[config.mk]
export PLATFORM = sky130hd
export DESIGN_NAME = network_mac_pipe_sat
export DESIGN_NICKNAME = d
export VERILOG_FILES = /design/src/rtl/network_mac_pkg.sv /design/src/rtl/network_mac_mul_pipe.sv /design/src/rtl/network_mac_pipe_sat.sv
export SDC_FILE = /design/constraint.sdc
export NUM_CORES = 1
export LEC_CHECK = 0
export BUFFER_PORTS_ARGS = -buffer_cell sky130_fd_sc_hd__buf_2
export CAP_MARGIN = 10
export CORE_ASPECT_RATIO = 0.7
export CORE_MARGIN = 5
export CORE_UTILIZATION = 45
export DETAILED_ROUTE_END_ITERATION = 10
export GPL_TIMING_DRIVEN = 0
export PLACE_DENSITY = 0.66
export RECOVER_POWER = 100
export SLEW_MARGIN = 20
export SYNTH_ARGS = -nofsm -noshare
export SYNTH_HDL_FRONTEND = slang
export SYNTH_SLANG_ARGS = --single-unit
[constraint.sdc]
create_clock -name ap_clk -period 8.9 [get_ports ap_clk]
set_input_delay 0.445 -clock ap_clk [delete_from_list [all_inputs] [get_ports ap_clk]]
set_output_delay 0.445 -clock ap_clk [all_outputs]
set_load 0.1 [all_outputs]
[src/rtl/network_mac_pkg.sv]
// Shared constants and the round/shift/saturate helper for the MAC datapath.
package network_mac_pkg;

  localparam int ROUND_TRUNC   = 0;
  localparam int ROUND_HALF_UP = 1;

  // Widest accumulator the helper can handle.
  localparam int SAT_MAX_W = 64;

  typedef struct packed {
    logic                        sat;
    logic signed [SAT_MAX_W-1:0] data;
  } sat_res_t;

  function automatic sat_res_t sat_shift(input logic signed [SAT_MAX_W-1:0] sum,
                                         input int shift,
                                         input int round,
                                         input int out_w);
    logic signed [SAT_MAX_W-1:0] r;
    logic signed [SAT_MAX_W-1:0] hi;
    logic signed [SAT_MAX_W-1:0] lo;
    sat_res_t                    res;
    r = sum;
    if (round == ROUND_HALF_UP && shift > 0) begin
      r = r + (64'sd1 <<< (shift - 1));
    end
    r  = r >>> shift;
    hi = (64'sd1 <<< (out_w - 1)) - 64'sd1;
    lo = -(64'sd1 <<< (out_w - 1));
    res.sat  = 1'b0;
    res.data = r;
    if (r > hi) begin
      res.sat  = 1'b1;
      res.data = hi;
    end else if (r < lo) begin
      res.sat  = 1'b1;
      res.data = lo;
    end
    return res;
  endfunction

endpackage

[src/rtl/network_mac_mul_pipe.sv]
// Signed multiplier with STAGES register levels (operand register first), carrying valid/last tags.
module network_mac_mul_pipe
  import network_mac_pkg::*;
#(
  parameter int A_W    = 16,
  parameter int B_W    = 14,
  parameter int STAGES = 2
) (
  input  logic                       clk,
  input  logic                       rst,
  input  logic                       en_i,
  input  logic                       valid_i,
  input  logic                       last_i,
  input  logic signed [A_W-1:0]      a_i,
  input  logic signed [B_W-1:0]      b_i,
  output logic                       valid_o,
  output logic                       last_o,
  output logic signed [A_W+B_W-1:0]  prod_o
);

  localparam int P_W = A_W + B_W;

  logic signed [A_W-1:0] a_q;
  logic signed [B_W-1:0] b_q;
  logic                  op_v_q;
  logic                  op_l_q;
  logic signed [P_W-1:0] prod_w;

  always_ff @(posedge clk or posedge rst) begin
    if (rst) begin
      op_v_q <= 1'b0;
      op_l_q <= 1'b0;
    end else if (en_i) begin
      op_v_q <= valid_i;
      op_l_q <= last_i;
    end
  end

  // Data registers carry no reset so they pack into the DSP A/B/M/P registers.
  always_ff @(posedge clk) begin
    if (en_i) begin
      a_q <= a_i;
      b_q <= b_i;
    end
  end

  assign prod_w = P_W'(a_q) * P_W'(b_q);

  generate
    if (STAGES == 1) begin : g_comb
      assign prod_o  = prod_w;
      assign valid_o = op_v_q;
      assign last_o  = op_l_q;
    end else begin : g_reg
      logic signed [P_W-1:0] p_q [STAGES-1];
      logic                  v_q [STAGES-1];
      logic                  l_q [STAGES-1];

      always_ff @(posedge clk or posedge rst) begin
        if (rst) begin
          for (int i = 0; i < STAGES - 1; i++) begin
            v_q[i] <= 1'b0;
            l_q[i] <= 1'b0;
          end
        end else if (en_i) begin
          v_q[0] <= op_v_q;
          l_q[0] <= op_l_q;
          for (int i = 1; i < STAGES - 1; i++) begin
            v_q[i] <= v_q[i-1];
            l_q[i] <= l_q[i-1];
          end
        end
      end

      always_ff @(posedge clk) begin
        if (en_i) begin
          p_q[0] <= prod_w;
          for (int i = 1; i < STAGES - 1; i++) begin
            p_q[i] <= p_q[i-1];
          end
        end
      end

      assign prod_o  = p_q[STAGES-2];
      assign valid_o = v_q[STAGES-2];
      assign last_o  = l_q[STAGES-2];
    end
  endgenerate

endmodule

[src/rtl/network_mac_pipe_sat.sv]
// Pipelined signed MAC: per-frame accumulate, round/shift/saturate, valid/ready on both sides.
module network_mac_pipe_sat
  import network_mac_pkg::*;
#(
  parameter int A_W        = 16,
  parameter int B_W        = 14,
  parameter int OUT_W      = 16,
  parameter int FRAC_SHIFT = 13,
  parameter int ACC_GUARD  = 8,
  parameter int MUL_STAGES = 2,
  parameter int ROUND      = 1
) (
  input  logic                    ap_clk,
  input  logic                    ap_rst,
  input  logic                    in_valid,
  output logic                    in_ready,
  input  logic signed [A_W-1:0]   in_a,
  input  logic signed [B_W-1:0]   in_b,
  input  logic                    in_last,
  output logic                    out_valid,
  input  logic                    out_ready,
  output logic signed [OUT_W-1:0] out_data,
  output logic                    out_sat
);

  localparam int P_W   = A_W + B_W;
  localparam int ACC_W = A_W + B_W + ACC_GUARD;

  logic                    advance;
  logic                    mul_v;
  logic                    mul_l;
  logic signed [P_W-1:0]   mul_prod;

  logic signed [ACC_W-1:0] acc_q, acc_d;
  logic                    first_q, first_d;
  logic                    acc_v_q, acc_v_d;
  logic                    acc_l_q, acc_l_d;
  logic                    out_valid_q, out_valid_d;
  logic signed [OUT_W-1:0] out_data_q, out_data_d;
  logic                    out_sat_q, out_sat_d;

  sat_res_t                sat_res;
  logic                    sat_unused;

  // A full output register with no taker freezes the whole pipe.
  assign advance  = ~out_valid_q | out_ready;
  assign in_ready = advance;

  network_mac_mul_pipe #(
    .A_W    (A_W),
    .B_W    (B_W),
    .STAGES (MUL_STAGES)
  ) u_mul (
    .clk     (ap_clk),
    .rst     (ap_rst),
    .en_i    (advance),
    .valid_i (in_valid),
    .last_i  (in_last),
    .a_i     (in_a),
    .b_i     (in_b),
    .valid_o (mul_v),
    .last_o  (mul_l),
    .prod_o  (mul_prod)
  );

  assign sat_res    = sat_shift(SAT_MAX_W'(acc_q), FRAC_SHIFT, ROUND, OUT_W);
  assign sat_unused = ^sat_res.data[SAT_MAX_W-1:OUT_W];

  always_comb begin
    acc_d       = acc_q;
    first_d     = first_q;
    acc_v_d     = acc_v_q;
    acc_l_d     = acc_l_q;
    out_valid_d = out_valid_q;
    out_data_d  = out_data_q;
    out_sat_d   = out_sat_q;
    if (advance) begin
      acc_v_d = mul_v;
      acc_l_d = mul_l;
      if (mul_v) begin
        acc_d   = (first_q ? '0 : acc_q) + ACC_W'(mul_prod);
        first_d = mul_l;
      end
      // acc_q already holds the post-add sum of the beat tagged in acc_v_q/acc_l_q.
      if (acc_v_q && acc_l_q) begin
        out_valid_d = 1'b1;
        out_data_d  = sat_res.data[OUT_W-1:0];
        out_sat_d   = sat_res.sat;
      end else begin
        out_valid_d = 1'b0;
      end
    end
  end

  always_ff @(posedge ap_clk or posedge ap_rst) begin
    if (ap_rst) begin
      acc_q       <= '0;
      first_q     <= 1'b1;
      acc_v_q     <= 1'b0;
      acc_l_q     <= 1'b0;
      out_valid_q <= 1'b0;
      out_data_q  <= '0;
      out_sat_q   <= 1'b0;
    end else begin
      acc_q       <= acc_d;
      first_q     <= first_d;
      acc_v_q     <= acc_v_d;
      acc_l_q     <= acc_l_d;
      out_valid_q <= out_valid_d;
      out_data_q  <= out_data_d;
      out_sat_q   <= out_sat_d;
    end
  end

  assign out_valid = out_valid_q;
  assign out_data  = out_data_q;
  assign out_sat   = out_sat_q;

endmodule

==> run summary <==
Max-cap violations = 3
Async SR Flop Fraction = 51.2%
Share of post-route cells with drive strength above 1 = 4.94%
DR WL met2 = 15700 um
Dpl cells = 2103
Cell Area, Synth = 0.0153 mm^2
Syn Area/Cell = 9.48 um^2
Dpl ws = 1.57 ns
Area growth syn-to-layout = 8.86%
Final-report max-slew violation count = 119
Unique cell type count in the Yosys netlist = 63
Initial detailed-routing violation count = 826
Top Ports = 54
Largest net degree at the start of global routing = 46
Worst-Skew Late Latency = 0.44 ns
CTS tree = built
Routed Antenna Nets = 0
Count leader, synth = inv_1
CP max stage cell = edfxtp_1
# rows = 56
Num CTS Buffers = 17
Post-layout nets = 2052
Critical Path AT = 7.65 ns
Worst slew pin tran = 2.51 ns
Via count = 11300
First-pass iteration count of the detailed router = 5
Met3 WL post-DR = 2590 um
Synth cell count leaders = inv_1, fa_1, nand2_1, and2_1, ha_1
Antenna cells = 0
Cells after synthesis = 1613
Critical-path cell list = clkbuf_1, nand2_1, fa_1, fa_1, fa_1, inv_1, fa_1, fa_1, inv_1, fa_1, inv_1, ha_1, a21o_1, a21oi_1, o21ai_0, a221o_1, nor2b_1, o41a_1, a41o_1, o41ai_1, xnor2_1
Final Skew = 0.0130 ns
Synth Flop Type = dfrtp_1
Setup crit start kind = register
Synth warnings = 0
GRT Resource Usage Total = 20.4%
Die footprint = 0.0378 mm^2
Syn Nets = 1977
Critical path peak fanout = 10
Worst min-delay path class = input port to register
DIE HEIGHT = 164 um
Area leader, netlist = fa_1
Yosys reg bits = 123
CTS clk-pin slew, worst paths = 0.07 ns
Initial antenna violation count = 1
Crit end category = register
DRC viols = 0
M1 wire length = 17400 um
Most used cell, CP = fa_1
Finish-stage setup viols = 0
Chip Width = 230 um
Fin worst setup slack = 1.42 ns
Crit path required time = 9.07 ns
Outcome = finished, violations left
Period Utilization, post-route = 84.0%
Clk buf depth = 2
Hold Violations, Final = 0
Post-synth top area share = 28.8%
Final HPWL DP = 29600 um
Top cells by area, synth = fa_1, edfxtp_1, dfrtp_1, ha_1, inv_1
Number of global-route vias before repair = 12000
Wire length per cell = 16.9 um
Finished Layout Cells = 2136
GP Congestion = 0.898
Worst path max stage delay = 0.70 ns
Grt ovf = 0
Crit path kind = register to register
Clock root cell = clkbuf_16
Slew headroom = -67.4%
H-tree Lvls = 4
DRT Wirelength = 36200 um
First-pass GRT wire length = 61100 um
Max Freq = 134 MHz
Top sig layer = met4
Minimum clock period = 7.48 ns
Initial Util = 45.7%
Vias per cell = 5.29
RSZ-0062 raised after global routing = false
Fillers = 3135
Clk sink count = 123
CTS resizes = 0
Post-synth EDFFs = 60
Area of the core = 0.0335 mm^2
Final hold slack = 0.175 ns
Setup_tns = 0 ns
Sequential area share after synthesis = 22.1%
Failing checks = max-capacitance violations, max-slew violations
I/O Buffers = 53
layout by cell type (no fill, tap or decap), types with 3 or more instances in the layout:
cell type,count
a21o_1,31
or2_2,5
nor2_1,63
nand3_1,27
o21ai_0,61
nand2_1,168
o21bai_1,10
o22a_1,11
clkbuf_1,75
a211oi_1,13
and2_1,118
inv_6,5
dfrtp_1,62
nor3_1,15
a211o_1,3
clkinv_4,3
xnor2_1,54
edfxtp_1,60
inv_1,290
fa_1,220
xor2_1,30
nand4_1,8
a221o_1,3
clkbuf_16,18
and3_1,7
o31ai_1,7
and4_1,5
ha_1,109
mux2_2,5
buf_2,34
and2_0,9
o211ai_1,9
nor2b_1,41
o21a_1,12
nand2b_1,11
a31oi_1,6
a21oi_1,44
kinds of logic after synthesis:
| kind of cell | count (synthesis) | synth area share, % |
|---|---|---|
| AOI/OAI and AO/OA | 237 | 10.4 |
| xor gates and xnor gates | 84 | 4.81 |
| adders and majority gates | 329 | 37.7 |
| buffers and inverters | 345 | 8.48 |
| DFF | 123 | 22.1 |
| muxes | 5 | 0.368 |
| and+or+nand+nor | 490 | 16.1 |
registers in the layout, indices dropped and copies added (netlist names):
name,cells
u_mul.b_q,14
u_mul.op_l_q,1
acc_q,38
u_mul.last_o,1
u_mul.valid_o,1
acc_l_q,1
acc_v_q,1
out_data,16
first_q,1
u_mul.a_q,16
out_valid,1
out_sat,1
u_mul.g_reg.p_q,30
u_mul.op_v_q,1
per-layer routing:
metal  up-vias  global-route usage (%)
met5         -                       0
met4         0                    4.81
met3        47                    5.01
met2       336                    31.3
met1      5615                    29.4
li1       5299                       -
area by class of cell:
cell class	count	area, um^2	share of cell area (%)
sequential	123	3380	20.3
multi-input combinational	1145	10600	63.7
timing repair buffer	56	258	1.55
clock buffer	19	464	2.79
tap	435	544	3.27
buffer	54	204	1.22
clock inverter	13	103	0.616
inverter	291	1090	6.57
worst max-delay path, delay by kind of cell (launching register included):
kind                       cells  cell delay [ns]
AOI/OAI and AO/OA              7             1.88
xor gates and xnor gates       1             0.13
adders and majority gates      7             3.48
buffers and inverters          4             0.65
DFF                            1             0.70
and+or+nand+nor                2             0.34
per-stage QoR:
step           instance area (um^2)  util [%]
2_1_floorplan                 15300         -
5_1_grt                       16700      49.7
4_1_cts                       16700      50.0
3_5_place_dp                  16200      48.2
6_report                      16700      49.7
3_3_place_gp                  16100      48.1
worst paths after layout:
path	from	to	slack (ns)	depth (start not counted)
setup / recovery	u_mul.b_q[7]	u_mul.g_reg.p_q[0][29]	1.42	21
hold / removal	in_b[12]	u_mul.b_q[12]	0.18	1
setup reg to reg	u_mul.b_q[7]	u_mul.g_reg.p_q[0][29]	1.42	21
hold reg to reg	acc_q[11]	acc_q[11]	0.47	2
max in group asynchronous	ap_rst	acc_q[29]	5.45	4
min in group asynchronous	ap_rst	out_data[11]	0.66	3
repair_timing:
action                                 4_1_cts  5_1_grt
endpoints found under the hold margin       18        0
hold buffers                                 1        0
buffers inserted                             0        0
Power is left out: the tool's default activity adds up to more than one toggle a clock period on the data nets, which glitch-free logic cannot reach.
